**src/rtl/cpu_control_if.sv**
```systemverilog
// Memory-side bus of the instruction sequencer.
//   instr     : data bus as seen by the sequencer (instruction word on fetch)
//   mem_valid : memory completed the current request
//   mem_req   : memory access request
//   mem_we    : write qualifier for mem_req
// The master modport is the sequencer; the slave modport is the memory side.
interface cpu_control_if #(
  parameter int unsigned WIDTH = 32
);
  logic [WIDTH-1:0] instr;
  logic             mem_valid;
  logic             mem_req;
  logic             mem_we;

  modport master (
    input  instr,
    input  mem_valid,
    output mem_req,
    output mem_we
  );

  modport slave (
    output instr,
    output mem_valid,
    input  mem_req,
    input  mem_we
  );
endinterface

```
**src/rtl/cpu_control.sv**
```systemverilog
// Instruction sequencer and decoder placed in front of the processor datapath.
// Fetches an instruction word, splits it into opcode/oppA/oppB/literal and steps a
// Moore FSM (FETCH, DECODE, EXEC, MEM, NEXT, HALT) that drives the datapath strobes.
//
// Ports:
//   clk, reset  : clock, asynchronous active-high reset
//   bus         : memory bus (instr, mem_valid in; mem_req, mem_we out)
//   opcode      : IR[31:26]
//   oppA, oppB  : IR[25:21], IR[20:16]
//   literal     : IR[15:0] sign-extended to WIDTH
//   regEn       : register-file write strobe
//   DataCon     : datapath drives the data bus
//   AddCon      : address bus from ALU result (else from PC)
//   increment   : one-cycle PC advance pulse
//   halted      : sequencer stopped in HALT
//   error       : memory wait timed out
//
// Optional feature: define CPU_CTRL_TIMEOUT_EN to add an 8-bit wait counter that
// halts the sequencer with error=1 after TIMEOUT cycles without mem_valid.
module cpu_control #(
  parameter int unsigned WIDTH   = 32,
  parameter int unsigned TIMEOUT = 255
) (
  input  logic             clk,
  input  logic             reset,
  cpu_control_if.master    bus,
  output logic [5:0]       opcode,
  output logic [4:0]       oppA,
  output logic [4:0]       oppB,
  output logic [WIDTH-1:0] literal,
  output logic             regEn,
  output logic             DataCon,
  output logic             AddCon,
  output logic             increment,
  output logic             halted,
  output logic             error
);

  localparam logic [5:0] OpHalt = 6'b100001;

  if (TIMEOUT == 0 || TIMEOUT > 255) begin : g_bad_timeout
    $error("TIMEOUT must be in 1..255 to fit the 8-bit wait counter");
  end

  typedef enum logic [2:0] {
    StFetch,
    StDecode,
    StExec,
    StMem,
    StNext,
    StHalt
  } state_e;

  state_e           state_q, state_d;
  logic [WIDTH-1:0] ir_q, ir_d;
  logic             mem_req, mem_we;
  logic             is_store;

  assign opcode   = ir_q[31:26];
  assign oppA     = ir_q[25:21];
  assign oppB     = ir_q[20:16];
  assign literal  = {{(WIDTH-16){ir_q[15]}}, ir_q[15:0]};
  assign is_store = ir_q[26];

`ifdef CPU_CTRL_TIMEOUT_EN
  localparam logic [8:0] TimeoutCnt = 9'(TIMEOUT);
  logic [7:0] wait_q, wait_d;
  logic       err_q, err_d;
`endif

  // Next-state logic
  always_comb begin
    state_d = state_q;
    ir_d    = ir_q;
    unique case (state_q)
      StFetch: begin
        if (bus.mem_valid) begin
          ir_d    = bus.instr;
          state_d = StDecode;
        end
      end
      StDecode: begin
        unique case (opcode[5:4])
          2'b00, 2'b11: state_d = StExec;
          2'b01:        state_d = StMem;
          2'b10:        state_d = (opcode == OpHalt) ? StHalt : StNext;
        endcase
      end
      StExec:  state_d = StNext;
      StMem:   if (bus.mem_valid) state_d = StNext;
      StNext:  state_d = StFetch;
      StHalt:  state_d = StHalt;
      default: state_d = StFetch;
    endcase

`ifdef CPU_CTRL_TIMEOUT_EN
    wait_d = wait_q;
    err_d  = err_q;
    if ((state_q == StFetch || state_q == StMem) && !bus.mem_valid) begin
      if (wait_q != 8'hFF) wait_d = wait_q + 8'd1;
      // Trip on the cycle whose wait would bring the count up to TIMEOUT.
      if ({1'b0, wait_q} + 9'd1 >= TimeoutCnt) begin
        state_d = StHalt;
        err_d   = 1'b1;
      end
    end
    // Any state change (including entry to FETCH/MEM) restarts the count.
    if (state_d != state_q) wait_d = '0;
`endif
  end

  always_ff @(posedge clk or posedge reset) begin
    if (reset) begin
      state_q <= StFetch;
      ir_q    <= '0;
    end else begin
      state_q <= state_d;
      ir_q    <= ir_d;
    end
  end

`ifdef CPU_CTRL_TIMEOUT_EN
  always_ff @(posedge clk or posedge reset) begin
    if (reset) begin
      wait_q <= '0;
      err_q  <= 1'b0;
    end else begin
      wait_q <= wait_d;
      err_q  <= err_d;
    end
  end
  assign error = err_q;
`else
  assign error = 1'b0;
`endif

  // Moore outputs; gated by reset so every strobe drops in the same cycle reset rises,
  // even though the state register already reads FETCH.
  always_comb begin
    mem_req   = 1'b0;
    mem_we    = 1'b0;
    regEn     = 1'b0;
    DataCon   = 1'b0;
    AddCon    = 1'b0;
    increment = 1'b0;
    halted    = 1'b0;
    if (!reset) begin
      unique case (state_q)
        StFetch: mem_req = 1'b1;
        StExec: begin
          DataCon = 1'b1;
          regEn   = 1'b1;
        end
        StMem: begin
          mem_req = 1'b1;
          AddCon  = 1'b1;
          if (is_store) begin
            mem_we  = 1'b1;
            DataCon = 1'b1;
          end else begin
            regEn = bus.mem_valid;
          end
        end
        StNext:  increment = 1'b1;
        StHalt:  halted = 1'b1;
        default: ;
      endcase
    end
  end

  assign bus.mem_req = mem_req;
  assign bus.mem_we  = mem_we;

endmodule

```
**src/flat_wrapper.sv**
```systemverilog
// flat-port wrapper written by rule: the top's interface ports become plain ports
module cpu_control_flat 
#(
  parameter int unsigned WIDTH   = 32,
  parameter int unsigned TIMEOUT = 255
)
  (clk, reset, opcode, oppA, oppB, literal, regEn, DataCon, AddCon, increment, halted, error, bus_instr, bus_mem_valid, bus_mem_req, bus_mem_we);
  cpu_control_if #(.WIDTH(WIDTH)) bus_i ();
  input  logic clk;
  input  logic reset;
  output logic [5:0] opcode;
  output logic [4:0] oppA;
  output logic [4:0] oppB;
  output logic [WIDTH-1:0] literal;
  output logic regEn;
  output logic DataCon;
  output logic AddCon;
  output logic increment;
  output logic halted;
  output logic error;
  input wire logic [$bits(bus_i.instr)-1:0] bus_instr;
  input wire logic [$bits(bus_i.mem_valid)-1:0] bus_mem_valid;
  output wire logic [$bits(bus_i.mem_req)-1:0] bus_mem_req;
  output wire logic [$bits(bus_i.mem_we)-1:0] bus_mem_we;
  assign bus_i.instr = bus_instr;
  assign bus_i.mem_valid = bus_mem_valid;
  assign bus_mem_req = bus_i.mem_req;
  assign bus_mem_we = bus_i.mem_we;
  cpu_control #(.WIDTH(WIDTH), .TIMEOUT(TIMEOUT)) u_core (.clk(clk), .reset(reset), .bus(bus_i), .opcode(opcode), .oppA(oppA), .oppB(oppB), .literal(literal), .regEn(regEn), .DataCon(DataCon), .AddCon(AddCon), .increment(increment), .halted(halted), .error(error));
endmodule
```
**config.mk**
```make
export PLATFORM = sky130hd
export DESIGN_NAME = cpu_control_flat
export DESIGN_NICKNAME = d
export VERILOG_FILES = /design/src/rtl/cpu_control_if.sv /design/src/rtl/cpu_control.sv /design/src/flat_wrapper.sv
export SDC_FILE = /design/constraint.sdc
export NUM_CORES = 1
export LEC_CHECK = 0
export ABC_AREA = 1
export CORE_MARGIN = 2
export CORE_UTILIZATION = 35
export CTS_CLUSTER_SIZE = 10
export DETAILED_ROUTE_END_ITERATION = 10
export PLACE_DENSITY = 0.84
export SYNTH_ARGS = -nofsm -noshare
export SYNTH_HDL_FRONTEND = slang
export SYNTH_SLANG_ARGS = --single-unit
export TNS_END_PERCENT = 100
```
**constraint.sdc**
```tcl
create_clock -name clk -period 1.7 [get_ports clk]
set_input_delay 0.255 -clock clk [delete_from_list [all_inputs] [get_ports clk]]
set_output_delay 0.255 -clock clk [all_outputs]
set_load 0.02 [all_outputs]
```
======== Word-level counts from Yosys, hierarchy flattened ========
Index checks and enable logic that the tools add are counted.
word-level totals
  bits in registers ....................... 35
  bits of input ports ..................... 35
  output and inout port bits .............. 56
  word-level logic and storage cells ...... 40
cells by class
  equality and inequality tests ........... 11
  mux-type cells .......................... 21
  reduce and logical (&&, ||, !) cells .... 6
operator list
  kind                                                 number
  2-to-1 mux 1 bit                                     15
  case mux 3 bit (5 select lines)                      1
  case mux 3 bit (3 select lines)                      1
  equality test 3 x 2 -> 1 bit, second input constant  2
  equality test 3 bit, second input constant           2
  equality test 6 bit, second input constant           1
  2-to-1 mux 3 bit                                     2
  equality test 2 bit, second input constant           2
  inequality test 2 bit, second input constant         2
  case mux 1 bit (2 select lines)                      2
  AND reduction 2 bit                                  2
  OR reduction 2 bit                                   2
  equality test 3 x 1 -> 1 bit, second input constant  1
  zero test 3 bit                                      1
  equality test 2 x 1 -> 1 bit, second input constant  1
  zero test 2 bit                                      1

======== Logic depth before layout (Yosys ltp) ========
  depth after elaboration ................. 4
  mapped depth ............................ 8
  depth with buffers taken out ............ 8

======== Worst setup path after synthesis ========
Ideal clock, no wire load.
  path kind ............................... input port to output port
  from .................................... in reset
  to ...................................... out DataCon
  arrival ................................. 1.542 ns
  required time ........................... 1.445 ns
  slack ................................... -0.097 ns
  stages on the path ...................... 3
  buffers on the path ..................... 0
  cells stage by stage .................... inv_1 nand2_1 a21oi_1
on the way
  longest elaborated chain between the ends .. 1
ends and longest elaborated chain
  what                RTL line            source
  start: declaration  flat_wrapper.sv:10  input logic reset;
  2-to-1 mux 1 bit    cpu_control.sv:147  if (!reset) begin
  end: declaration    flat_wrapper.sv:16  output logic DataCon;
Every way passes these cells.

======== Worst setup path after layout ========
  from .................................... reg u_core.state_q[1]
  to ...................................... out increment
on the way
  longest elaborated chain between the ends .. 3
ends and longest elaborated chain
  what                      RTL line            source
  start: declaration        cpu_control.sv:54   state_e state_q, state_d;
  start signal: assignment  cpu_control.sv:114  state_q <= StFetch;
  start signal: assignment  cpu_control.sv:117  state_q <= state_d;
  equality test 3 bit       cpu_control.sv:148  unique case (state_q)
  2-to-1 mux 1 bit          cpu_control.sv:148
  2-to-1 mux 1 bit          cpu_control.sv:147
  end: declaration          flat_wrapper.sv:18  output logic increment;
Every way passes these cells.

==> impl_metrics.yaml <==
cells_and_area:
  nNetsFinal: 319
  drive_above_1_share_pct: 9.643
  mostFrequentLayoutCell: "nand2_1"
  post-route-util_pct: 56.13
  stdcell_count: 347
  syn_to_final_growth_pct: 55.58
  diodes: 0
  most-common-layout-cells: "73 x nand2_1, 64 x clkdlybuf4s50_1, 34 x dfrtp_1"
clocking:
  cts_buffers: 5
  cts_tree: "yes"
  clkTransAtPathRegs_ns: 0.06
  clock_latency_ns: 0.28
  htreeDepth: 2
  cts_sinks: 35
  cts_root_buf: "clkbuf_8"
  cts_max_path_buffers: 2
timing:
  hold_viol_final: 0
  period_share_pct: 96.47
  finalCriticalPeriod_ns: 1.640
  slew_viol_final: 0
  fin_setup_tns_ns: 0
  fin_ws_ns: 0.06000
  finalSetupViolations: 0
  fmax_mhz: 609.8
  rsz0062_at_grt: "false"
  skew_ns: 0.003038
setup_path:
  crit_path_top_delay_cell: "dfrtp_1"
  critPathTopFamily: "buffers and inverters"
  cpPeakStageDelay_ns: 0.38
  cp_max_fo: 2
  cp.arrival_ns: 1.38
  crit_start: "u_core.state_q[1]"
  reg2reg_depth: 6
  path_cells: "buf_4 -> nor4_1 -> clkdlybuf4s15_1"
  rr_endpoint: "u_core.ir_q[31]"
  cp-start-kind: "register"
  cp-end-kind: "primary output"
  rrSetupSlack_ns: 0.08
  worst-endpoint-required_ns: 1.44
  path_buf_inv: 2
  reg2reg_from: "u_core.state_q[2]"
  path_class: "register to primary output"
logic_synthesis:
  syn_inst: 200
  ys_ff_latch: 35
  yosysUniqueCellTypes: 19
  seq_area_frac_synth_pct: 51.40
  syn_area_per_cell_sq_um: 8.521
  synth_area_sq_mm: 0.001704
  synth_nets: 238
  yosys_warnings: 0
die:
  fp.dieH_um: 73.78
  pin_count: 91
  die_x_um: 73.78
  initial_utilization_pct: 36.08
  coreArea_sq_mm: 0.004723
  row_count: 25
  die-area_sq_mm: 0.005443
power:
  p_leak_nw: 1.364
  seq_power_share_pct: 29.9
  sw_frac_of_total_pct: 43.73
  p_clk_share_pct: 10.8
  powerDensity_mw_per_mm2: 1870
  ir_drop_v: 0.0006616
  p_int_mw: 2.790
  pwr-share-comb_pct: 59.4
  p_sw_mw: 2.168
global_routing:
  grt_pass1_vias: 1422
  antenna_found_initial: 0
  grt_pass1_wl_um: 6285
  grt_max_degree: 36
  grt.overflow.total: 0
  gr-usage-all-layers_pct: 14.92
placement:
  place.gp.congestion: 0.7679
  dp_hpwl_um: 2903
  place_ws_ns: -0.2828
  port_buffers: 89
  placedCellCount: 340
run:
  max_cap_violations: 0
route:
  drt_iter0_markers: 46
  routed_wirelength_um: 4219
  via_count: 1555
  ant_nets: 0
  first_pass_iters: 4
  avgViaCountPerCell: 4.481
  wl_per_cell_um: 12.16
  drc: 0
status:
  status: "completed"
hold_path:
  holdCritPathClass: "input pin to async pin"
[timing repair]
item / CTS / global route
buffers inserted: 0 / 0
setup endpoints to repair: 24 / 23
hold buffers: 0 / 0
pin swaps: 0 / 2
cloned: 0 / 1
resized for setup: 22 / 16
[power groups by stage]
stage / Sequential (mW) / Clock, mW / Combinational, mW
after floorplan: 1.93 / 0 / 1.37
after global placement: 1.49 / 0 / 2.96
after detailed placement: 1.50 / 0 / 3.02
after CTS: 1.49 / 0.567 / 2.96
after global routing: 1.55 / 0.588 / 3.17
final: 1.48 / 0.535 / 2.94
[worst min-delay path, delay by kind of cell]
family	cells	cell delay (ns)
buf+inv	3	0.81
[kinds of logic after synthesis]
kind of cell               after synthesis  synth area share [%]
buffers and inverters                   36                 13.44
other                                    1                0.2201
adders and majority gates                3                 2.203
DFF                                     35                 51.40
AOI/OAI and AO/OA                       38                 11.45
and+or+nand+nor                         87                 21.29
[Yosys cell counts]
cell / n / area [sq um]
nand2_1: 73 / 274.0
dfrtp_1: 35 / 875.8
a21oi_1: 3 / 15.01
nor2_8: 1 / 20.02
inv_1: 7 / 26.28
buf_4: 18 / 135.1
nand3_4: 1 / 17.52
conb_1: 1 / 3.750
ha_1: 3 / 37.54
nand3_1: 2 / 10.01
clkbuf_1: 2 / 7.510
inv_2: 3 / 11.26
o21ai_0: 33 / 165.2
o21a_1: 2 / 15.01
nor2_1: 8 / 30.03
clkbuf_2: 3 / 15.01
nor4_1: 1 / 6.260
buf_6: 3 / 33.78
nor3_1: 1 / 5.000
[how the worst max path moves through the flow]
stage	end	slack [ns]	depth (start not counted)
final	increment	0.06	3
after global routing	increment	0.0007	3
after CTS	halted	0.0003	5
after detailed placement	DataCon	-0.28	5
after global placement	DataCon	-0.29	5
after floorplan	bus_mem_we	0.27	4
[through the flow]
| step | hold WS, ns | area [sq um] | power, mW |
|---|---|---|---|
| CTS | 0.3706 | 2629 | 5.019 |
| global route | 0.4177 | 2651 | 5.315 |
| global placement | 0.4810 | 2566 | 4.451 |
| detailed placement | 0.4915 | 2566 | 4.523 |
| finish | 0.3625 | 2651 | 4.958 |
| floorplan | 0.2063 | 1708 | 3.305 |
[registers in the layout, summed over array words and instances (netlist names)]
name and cells:
u_core.ir_q 32, u_core.state_q 3
[routing by layer]
metal,global-route usage (%),vias to the layer above,part of all wire [%]
li1,-,774,-
met1,17.76,710,44
met2,25.50,67,46
met3,5.075,4,8.8
met4,4.242,0,0.71
met5,0,-,0
[layout make-up]
type / count / area (sq um)
clock buffers: 6 / 72.57
multi-input cells: 130 / 613.1
well taps: 67 / 83.83
flip-flops and latches: 35 / 877.1
repair buffers: 99 / 963.4
fillers: 412 / 2072
inverters: 10 / 41.29
Power figures use the tool's default switching activity.
